## src/rtl/pc_pkg.sv

```systemverilog
// Shared types for the PC sequencer: FSM state and redirect-select encoding.
package pc_pkg;

  typedef enum logic [1:0] {
    StBoot,
    StRun,
    StHalt
  } pc_state_e;

  // Next-PC source chosen in RUN, listed from lowest to highest precedence.
  typedef enum logic [2:0] {
    SelInc,
    SelHold,
    SelRet,
    SelJump,
    SelBranch
  } redir_sel_e;

  // True for sources that load an external target (and so can be misaligned).
  function automatic logic is_redirect(redir_sel_e sel);
    return (sel == SelBranch) || (sel == SelJump) || (sel == SelRet);
  endfunction

endpackage

```

## src/rtl/ras_stack.sv

```systemverilog
// Circular return-address stack. A push to a full stack overwrites the oldest
// entry; a pop of an empty stack is ignored.
module ras_stack #(
  parameter int unsigned XLEN  = 32,
  parameter int unsigned DEPTH = 4
) (
  input  logic            clk,
  input  logic            rst_n,
  input  logic            push,
  input  logic            pop,
  input  logic [XLEN-1:0] push_data,
  output logic [XLEN-1:0] top,
  output logic            empty,
  output logic            full
);

  localparam int unsigned PtrW = (DEPTH > 1) ? $clog2(DEPTH) : 1;
  localparam int unsigned CntW = PtrW + 1;

  logic [XLEN-1:0] mem_q [DEPTH];
  logic [PtrW-1:0] wr_ptr_q;
  logic [CntW-1:0] cnt_q;
  logic [PtrW-1:0] top_idx;

  // The write pointer wraps naturally because DEPTH is a power of two.
  assign top_idx = wr_ptr_q - 1'b1;
  assign top     = mem_q[top_idx];
  assign empty   = (cnt_q == '0);
  assign full    = (cnt_q == CntW'(DEPTH));

  // Pointer and occupancy tracking; push+pop replaces the top in place.
  always_ff @(posedge clk or negedge rst_n) begin
    if (!rst_n) begin
      wr_ptr_q <= '0;
      cnt_q    <= '0;
    end else if (push && !pop) begin
      wr_ptr_q <= wr_ptr_q + 1'b1;
      if (!full) begin
        cnt_q <= cnt_q + 1'b1;
      end
    end else if (pop && !push && !empty) begin
      wr_ptr_q <= wr_ptr_q - 1'b1;
      cnt_q    <= cnt_q - 1'b1;
    end
  end

  // Entry storage; contents are meaningless while the count says empty.
  always_ff @(posedge clk) begin
    if (push) begin
      mem_q[pop ? top_idx : wr_ptr_q] <= push_data;
    end
  end

endmodule

```

## src/rtl/pc_sequencer.sv

```systemverilog
// Program-counter sequencer: BOOT -> RUN -> HALT FSM with prioritised redirects
// (branch > jump > ret > stall > increment) and misaligned-target rejection.
// Optional return-address stack is compiled in with the PC_RAS_EN macro.
module pc_sequencer
  import pc_pkg::*;
#(
  parameter int unsigned     XLEN         = 32,
  parameter logic [XLEN-1:0] RESET_VECTOR = '0,
  parameter int unsigned     INC          = 4,
  parameter int unsigned     RAS_DEPTH    = 4
) (
  input  logic            clk,
  input  logic            rst_n,
  input  logic            stall,
  input  logic            halt,
  input  logic            resume,
  input  logic            branch_taken,
  input  logic [XLEN-1:0] branch_target,
  input  logic            jump,
  input  logic [XLEN-1:0] jump_target,
  input  logic            call,
  input  logic            ret,
  input  logic [XLEN-1:0] ret_target,
  output logic [XLEN-1:0] pc_out,
  output logic            pc_valid,
  output logic            misalign_err
);

  pc_state_e       state_q;
  logic [XLEN-1:0] pc_q;
  logic            pc_valid_q;
  logic            misalign_q;

  redir_sel_e      sel;
  logic [XLEN-1:0] pc_inc;
  logic [XLEN-1:0] ret_addr;
  logic [XLEN-1:0] next_pc;
  logic            misaligned;
  logic            run_ok;

  // Increment wraps modulo 2^XLEN by truncation.
  assign pc_inc = pc_q + XLEN'(INC);
  assign run_ok = (state_q == StRun) && !halt;

  // Pick the next-PC source by fixed priority; redirects override stall.
  always_comb begin
    sel = SelInc;
    if (branch_taken) begin
      sel = SelBranch;
    end else if (jump) begin
      sel = SelJump;
    end else if (ret) begin
      sel = SelRet;
    end else if (stall) begin
      sel = SelHold;
    end
  end

  // Candidate next PC for the chosen source.
  always_comb begin
    next_pc = pc_q;
    unique case (sel)
      SelBranch: next_pc = branch_target;
      SelJump:   next_pc = jump_target;
      SelRet:    next_pc = ret_addr;
      SelInc:    next_pc = pc_inc;
      default:   next_pc = pc_q;
    endcase
  end

  assign misaligned = is_redirect(sel) && (next_pc[1:0] != 2'b00);

`ifdef PC_RAS_EN
  logic            ras_push;
  logic            ras_pop;
  logic            ras_empty;
  logic            unused_ras_full;
  logic [XLEN-1:0] ras_top;

  // Stack side effects happen only for a redirect that actually loads.
  assign ras_push = run_ok && (sel == SelJump) && call && !misaligned;
  assign ras_pop  = run_ok && (sel == SelRet) && !ras_empty && !misaligned;
  assign ret_addr = ras_empty ? ret_target : ras_top;

  ras_stack #(
    .XLEN  (XLEN),
    .DEPTH (RAS_DEPTH)
  ) u_ras_stack (
    .clk       (clk),
    .rst_n     (rst_n),
    .push      (ras_push),
    .pop       (ras_pop),
    .push_data (pc_inc),
    .top       (ras_top),
    .empty     (ras_empty),
    .full      (unused_ras_full)
  );
`else
  logic unused_call;

  assign unused_call = call;
  assign ret_addr    = ret_target;
`endif

  // Sequencer FSM with registered PC, valid and misalign pulse.
  always_ff @(posedge clk or negedge rst_n) begin
    if (!rst_n) begin
      state_q    <= StBoot;
      pc_q       <= RESET_VECTOR;
      pc_valid_q <= 1'b0;
      misalign_q <= 1'b0;
    end else begin
      misalign_q <= 1'b0;
      unique case (state_q)
        StBoot: begin
          state_q    <= StRun;
          pc_q       <= RESET_VECTOR;
          pc_valid_q <= 1'b1;
        end
        StRun: begin
          if (halt) begin
            // Halt wins; any simultaneous redirect is dropped.
            state_q    <= StHalt;
            pc_valid_q <= 1'b0;
          end else if (misaligned) begin
            misalign_q <= 1'b1;
          end else begin
            pc_q <= next_pc;
          end
        end
        StHalt: begin
          if (resume && !halt) begin
            state_q    <= StRun;
            pc_valid_q <= 1'b1;
          end
        end
        default: begin
          state_q    <= StBoot;
          pc_valid_q <= 1'b0;
        end
      endcase
    end
  end

  assign pc_out       = pc_q;
  assign pc_valid     = pc_valid_q;
  assign misalign_err = misalign_q;

endmodule

```

## config.mk

```make
export PLATFORM = sky130hd
export DESIGN_NAME = pc_sequencer
export DESIGN_NICKNAME = d
export VERILOG_FILES = /design/src/rtl/pc_pkg.sv /design/src/rtl/ras_stack.sv /design/src/rtl/pc_sequencer.sv
export SDC_FILE = /design/constraint.sdc
export NUM_CORES = 1
export LEC_CHECK = 0
export ABC_CLOCK_PERIOD_IN_PS = 1900
export CORE_MARGIN = 5
export CORE_UTILIZATION = 40
export CTS_BUF_LIST = sky130_fd_sc_hd__clkbuf_16
export DETAILED_ROUTE_END_ITERATION = 6
export HOLD_SLACK_MARGIN = 0.06
export PLACE_DENSITY_LB_ADDON = 0.2
export SETUP_SLACK_MARGIN = 0.5
export SKIP_LAST_GASP = 1
export SYNTH_ARGS = -nofsm -noshare
export SYNTH_HDL_FRONTEND = slang
export SYNTH_HIERARCHICAL = 1
export SYNTH_SLANG_ARGS = --single-unit
```

## constraint.sdc

```tcl
create_clock -name clk -period 1.9 [get_ports clk]
set_input_delay 0.57 -clock clk [delete_from_list [all_inputs] [get_ports clk]]
set_output_delay 0.57 -clock clk [all_outputs]
set_load 0.05 [all_outputs]
```

* Word level (Yosys, flattened, before mapping)
Index checks and enable logic that the tools add are counted.
** Word-level totals
- Flip-flop bits (word level) :: 36
- Latch bits :: 0
- RAM bits :: 0
- Memory bits (read-only) :: 0
- Output and inout port bits :: 34
- Logic and storage cells :: 45
- Memories :: 0
** Operators by class
- Add/sub/neg operators :: 1
- Multipliers :: 0
- Div/mod/pow operators :: 0
- $lt $le $gt $ge :: 0
- Equal/unequal tests :: 10
- Shift-type cells :: 0
- Mux-type cells :: 17
- Bitwise operators :: 0
- Reduce and logical (&&, ||, !) cells :: 12
** Operators by type and width (count)
- case mux 32 bit (4 select lines) :: 1
- two-way mux 32 bit :: 2
- case mux 32 bit (2 select lines) :: 1
- adder 32 x 3 -> 32 bit (second input constant) :: 1
- two-way mux 2 bit :: 4
- inequality test 2 bit (second input constant) :: 4
- equality test 3 x 2 -> 1 bit (second input constant) :: 2
- two-way mux 1 bit :: 6
- case mux 2 bit (3 select lines) :: 1
- inequality test 5 x 1 -> 1 bit (second input constant) :: 1
- AND reduction 4 bit :: 1
- nonzero test 2 bit :: 2
- equality test 3 bit (second input constant) :: 1
- logical NOT 3 bit :: 1
- two-way mux 3 bit :: 1
- case mux 1 bit (3 select lines) :: 1
- AND reduction 3 bit :: 1
- equality test 2 x 1 -> 1 bit (second input constant) :: 1
- equality test 2 bit (second input constant) :: 1
- logical AND 1 bit :: 2
- logical NOT 2 bit :: 1
- logical OR 1 bit :: 2
- AND reduction 2 bit :: 1
- logical NOT 1 bit :: 1

* Logic depth before layout (Yosys ltp)
- Depth after elaboration :: 11
- Mapped depth :: 8
- Depth with buffers taken out :: 7

* Least setup slack after synthesis
OpenSTA, ideal clock, no wires.
- Path type :: register -> register
- Start :: register pc_q[2], in the netlist pc_out[2]
- End :: register pc_q[26], in the netlist pc_out[26]
- Setup time :: 0.129 ns
- Data arrival time :: 1.873 ns
- Required time :: 1.771 ns
- Path slack :: -0.102 ns
- Cell stages (with the launch flop) :: 8
- Period minus slack after synthesis :: 2.002 ns
- Cells stage by stage :: dfrtp_1 -> ha_1 -> and3_1 -> nand2_1 -> nor3_1 -> a21oi_1 -> o21ai_0 -> o21ai_0
** Between the ends
- Longest elaborated chain between the ends :: 5
** Ends and longest elaborated chain
- start, declared :: RTL line pc_sequencer.sv:30 : logic [XLEN-1:0] pc_q;
- start signal, assigned :: RTL line pc_sequencer.sv:128 : pc_q <= next_pc;
- adder 32 x 3 -> 32 bit :: RTL line pc_sequencer.sv:42 : assign pc_inc = pc_q + XLEN'(INC);
- case mux 32 bit (4 select lines) :: RTL line pc_sequencer.sv:62 : unique case (sel)
- two-way mux 32 bit :: RTL line pc_sequencer.sv:125 : end else if (misaligned) begin
- two-way mux 32 bit :: RTL line pc_sequencer.sv:121 : if (halt) begin
- case mux 32 bit (2 select lines) :: RTL line pc_sequencer.sv:114 : unique case (state_q)
Every way passes these cells. The select of a mux whose other input is x is not followed.
A chain may end at the register's enable or synchronous reset.

* Final worst setup path
- Start :: input port ret
- End :: register pc_q[10], in the netlist pc_out[10]
** Between the ends
- Longest elaborated chain between the ends :: 9
- Elaborated cells between the ends (all ways) :: 18
- Classes of those cells :: eq/ne (5); mux (7); reduce/logical (6)
** Ends and longest elaborated chain
- start, declared :: RTL line pc_sequencer.sv:22 : input logic ret,
- two-way mux 2 bit (*) :: RTL line pc_sequencer.sv:52 : end else if (ret) begin
- two-way mux 2 bit (*) :: RTL line pc_sequencer.sv:50 : end else if (jump) begin
- two-way mux 3 bit (*) :: RTL line pc_sequencer.sv:48 : if (branch_taken) begin
- equality test 3 x 2 -> 1 bit, or another cell as far along :: RTL line pc_pkg.sv:21, pc_sequencer.sv:62
- case mux 32 bit (4 select lines) or logical OR 1 bit (tied branches) :: RTL line pc_sequencer.sv:62, pc_pkg.sv:21
- nonzero test 2 bit or logical OR 1 bit (tied branches) :: RTL line pc_sequencer.sv:71, pc_pkg.sv:21
- logical AND 1 bit :: RTL line pc_sequencer.sv:71 : assign misaligned = is_redirect(sel) && (next_pc[1:0] != 2'b00);
- inequality test 2 bit (no line)
- AND reduction 4 bit (no line)
Mark *: on every way between the ends. The rest lies on a longest branch, timed or not. The select of a mux whose other input is x is not followed.

==> results.txt <==
cts bufs inserted: 5
diodes inserted: 0
CP max FO: 15
Clock Pin Slew Worst Setup and Hold Paths: 60 ps
Distinct cells, synth: 46
worst-margin pin slew: 461 ps
Yosys reg bits: 35
clock share of power: 16.3%
register area share after synthesis: 32.3%
port buffer count: 137
Layout Utilization: 85.4%
syn_nets: 463
WS Path Type: in -> reg
hold_buf cts: 0
Psw: 0.00217 W
first-pass GRT wire length: 21.8 mm
Rows: 30
endpoint class of the critical path: flip-flop
reg2reg start: pc_out[2]
Worst setup SP type: input port
fmax: 528 MHz
Die H: 92.3 um
overall routing resource usage: 32.1%
clk_skew: 5.98 ps
CTS Sinks: 35
Final Cycle Share: 99.7%
Peak supply drop: 0.829 mV
MaxCap Viol Count: 0
Gate Count Post-Synth: 357
Synth Warn #: 6
pin count of the biggest net entering global routing: 42
DRT iter0 DRCs: 451
Cell Pwr Density: 879 mW/mm2
Post-synth EDFFs: 0
CTS tree: yes
clk buf depth: 2
drt pass-1 iters: 5
Vias: 4220
die area: 0.00852 mm2
Initial Util: 40.6%
Nets: 673
GP Congestion: 0.919
wirelength, routed: 15.3 mm
Clock Latency Late Sink: 280 ps
Detail Route Antenna Nets: 0
GRT overflow: 0
Top FF cell, synth: dfrtp_1
Vias/cell: 6.51
Reg power frac: 23.6%
DRC violations left: 0
status: finished, final reports clean
# H-tree levels: 2
fill count: 352
WL/cell: 23.6 um
Critical Path RT: 2110 ps
I/O pins: 139
Switching Fraction: 43.3%
P_int: 0.00284 W
unrepaired setup endpoints after global routing: yes
HPWL after DPL: 7.89 mm
worst hold path type: in -> async
Slew headroom: 69.3%
crit path time final: 1890 ps
Area Overhead vs Synth: 110%
Die Width: 92.3 um
hold slack final: 233 ps
WP data arrival: 2100 ps
Avg Cell Area, Syn: 7.59 um2
area of the mapped netlist: 0.00271 mm2
Worst setup startpoint: ret
final setup fails: 0
vias in the first global route: 4175
initial antenna violation count: 0
layout cells sized above 1: 41.2%
Comb power frac: 60.2%
clk root buf: clkbuf_16
Pleak: 2.44 nW
Final Max Tran Viols: 0
FFs w/ async S/R, synth: 100%
Core Area: 0.00668 mm2
Hold Fails Final Rpt: 0
[cells in the mapped netlist (2+ instances only)]
cell / n / area (um2)
nand3b_1: 2 / 15.0
and4_1: 2 / 17.5
inv_1: 14 / 52.6
buf_6: 4 / 45.0
and3_1: 11 / 68.8
nor3b_1: 2 / 15.0
nor2b_1: 2 / 12.5
nor3_1: 7 / 35.0
o21ai_0: 67 / 335
a31oi_1: 15 / 93.8
a211oi_1: 2 / 15.0
a22oi_1: 30 / 225
dfrtp_1: 35 / 876
nand2_1: 24 / 90.1
clkbuf_1: 14 / 52.6
o211ai_1: 3 / 22.5
clkbuf_2: 2 / 10.0
nor2_1: 42 / 158
nand3_1: 6 / 30.0
a21oi_1: 22 / 110
and2_1: 5 / 31.3
o32a_1: 2 / 20.0
o32ai_1: 2 / 17.5
a41oi_1: 3 / 26.3
o22ai_1: 2 / 12.5
a221oi_1: 9 / 78.8
o21ai_2: 2 / 17.5
buf_2: 3 / 15.0
buf_4: 2 / 15.0
nand4_1: 5 / 31.3
[critical path: stages]
cell	delay, ps
buf_8	100
buf_6	110
or3_4	380
nor2_8	160
buf_12	160
nand2_8	120
nor2_1	230
o21ai_1	130
nand2_1	130
[metrics by stage]
step / instance area, um2 / setup TNS (ps) / total power (W) / setup WS (ps) / cells
global route: 5700 / -89.4 / 0.00515 / -50.4 / 648
floorplan: 2790 / 0 / 0.00227 / 37.6 / 357
detailed placement: 4500 / -16810 / 0.00331 / -604 / 589
global placement: 4500 / -15070 / 0.00327 / -542 / 589
finish: 5700 / 0 / 0.00501 / 5.54 / 648
CTS: 5510 / 0 / 0.00470 / 159 / 640
[state kept, by name, summed over array words and instances, names as in the netlist]
signal        count
pc_valid          1
pc_out           32
misalign_err      1
state_q           1
[power by group through the flow]
stage | clock (W) | combinational (W) | sequential (W)
finish | 0.000815 | 0.00302 | 0.00118
global route | 0.000838 | 0.00311 | 0.00120
CTS | 0.000778 | 0.00277 | 0.00116
detailed placement | 0 | 0.00214 | 0.00117
global placement | 0 | 0.00212 | 0.00115
floorplan | 0 | 0.000545 | 0.00172
[layer usage]
metal	track usage, %	routed length [um]
met3	9.67	1770
met5	0	0
met4	16.6	917
met1	37.5	5390
met2	52.9	7230
[layout by cell type (no fill, tap or decap), types with 3 or more instances in the layout]
master / n
nor2_2: 5
and3_1: 8
a21oi_1: 16
dfrtp_1: 13
a21oi_2: 6
buf_16: 3
dlygate4sd2_1: 4
dfrtp_2: 22
clkdlybuf4s50_1: 91
nand2_8: 3
nand2_1: 22
and2_1: 3
inv_1: 16
nor3_4: 3
o21ai_0: 20
o21ai_1: 25
a221oi_1: 3
nor2_1: 36
buf_6: 40
o21ai_2: 23
nor3_1: 4
buf_4: 54
a22oi_1: 30
buf_8: 8
nand4_1: 5
a221oi_2: 6
buf_2: 3
clkbuf_16: 5
a31oi_1: 13
nand3_1: 6
o211ai_1: 3
buf_12: 21
[cells by family (layout without fill, tap and decap cells)]
kind of cell             after synthesis  after routing  synth area share, %
multiplexers                           2              2                0.784
AO/OA/AOI/OAI                        163            163                 37.2
adder cells (fa/ha/maj)                1              1                0.461
buffers and inverters                 39            248                 7.01
flip-flops                            35             35                 32.3
AND/OR/NAND/NOR                      117            119                 22.2
[layout make-up]
class                      count  area (um2)  area share, %
tap                           80         100           1.75
clock inverter                 3        12.5          0.219
inverter                      14        52.6          0.921
sequential                    35         903           15.8
timing repair buffer         226        2450           43.0
clock buffer                   5         125           2.19
multi-input combinational    285        2060           36.0
[repair_timing]
action | 4_1_cts | 5_1_grt
setup endpoints to repair | 69 | 66
pin swaps | 42 | 13
cloned | 5 | 0
gates resized for setup | 152 | 40
buffers inserted | 38 | 8
endpoints found under the hold margin | 0 | 0
[worst paths after layout]
check / depth (start not counted) / end / slack [ps]
max in group asynchronous: 2 / pc_out[2] / 1120
setup / recovery: 9 / pc_out[10] / 6
min in group clk: 1 / pc_valid / 520
hold reg to reg: 1 / pc_valid / 520
setup reg to reg: 7 / pc_out[10] / 20
hold / removal: 1 / misalign_err / 230
(Power assumes the default switching activity.)
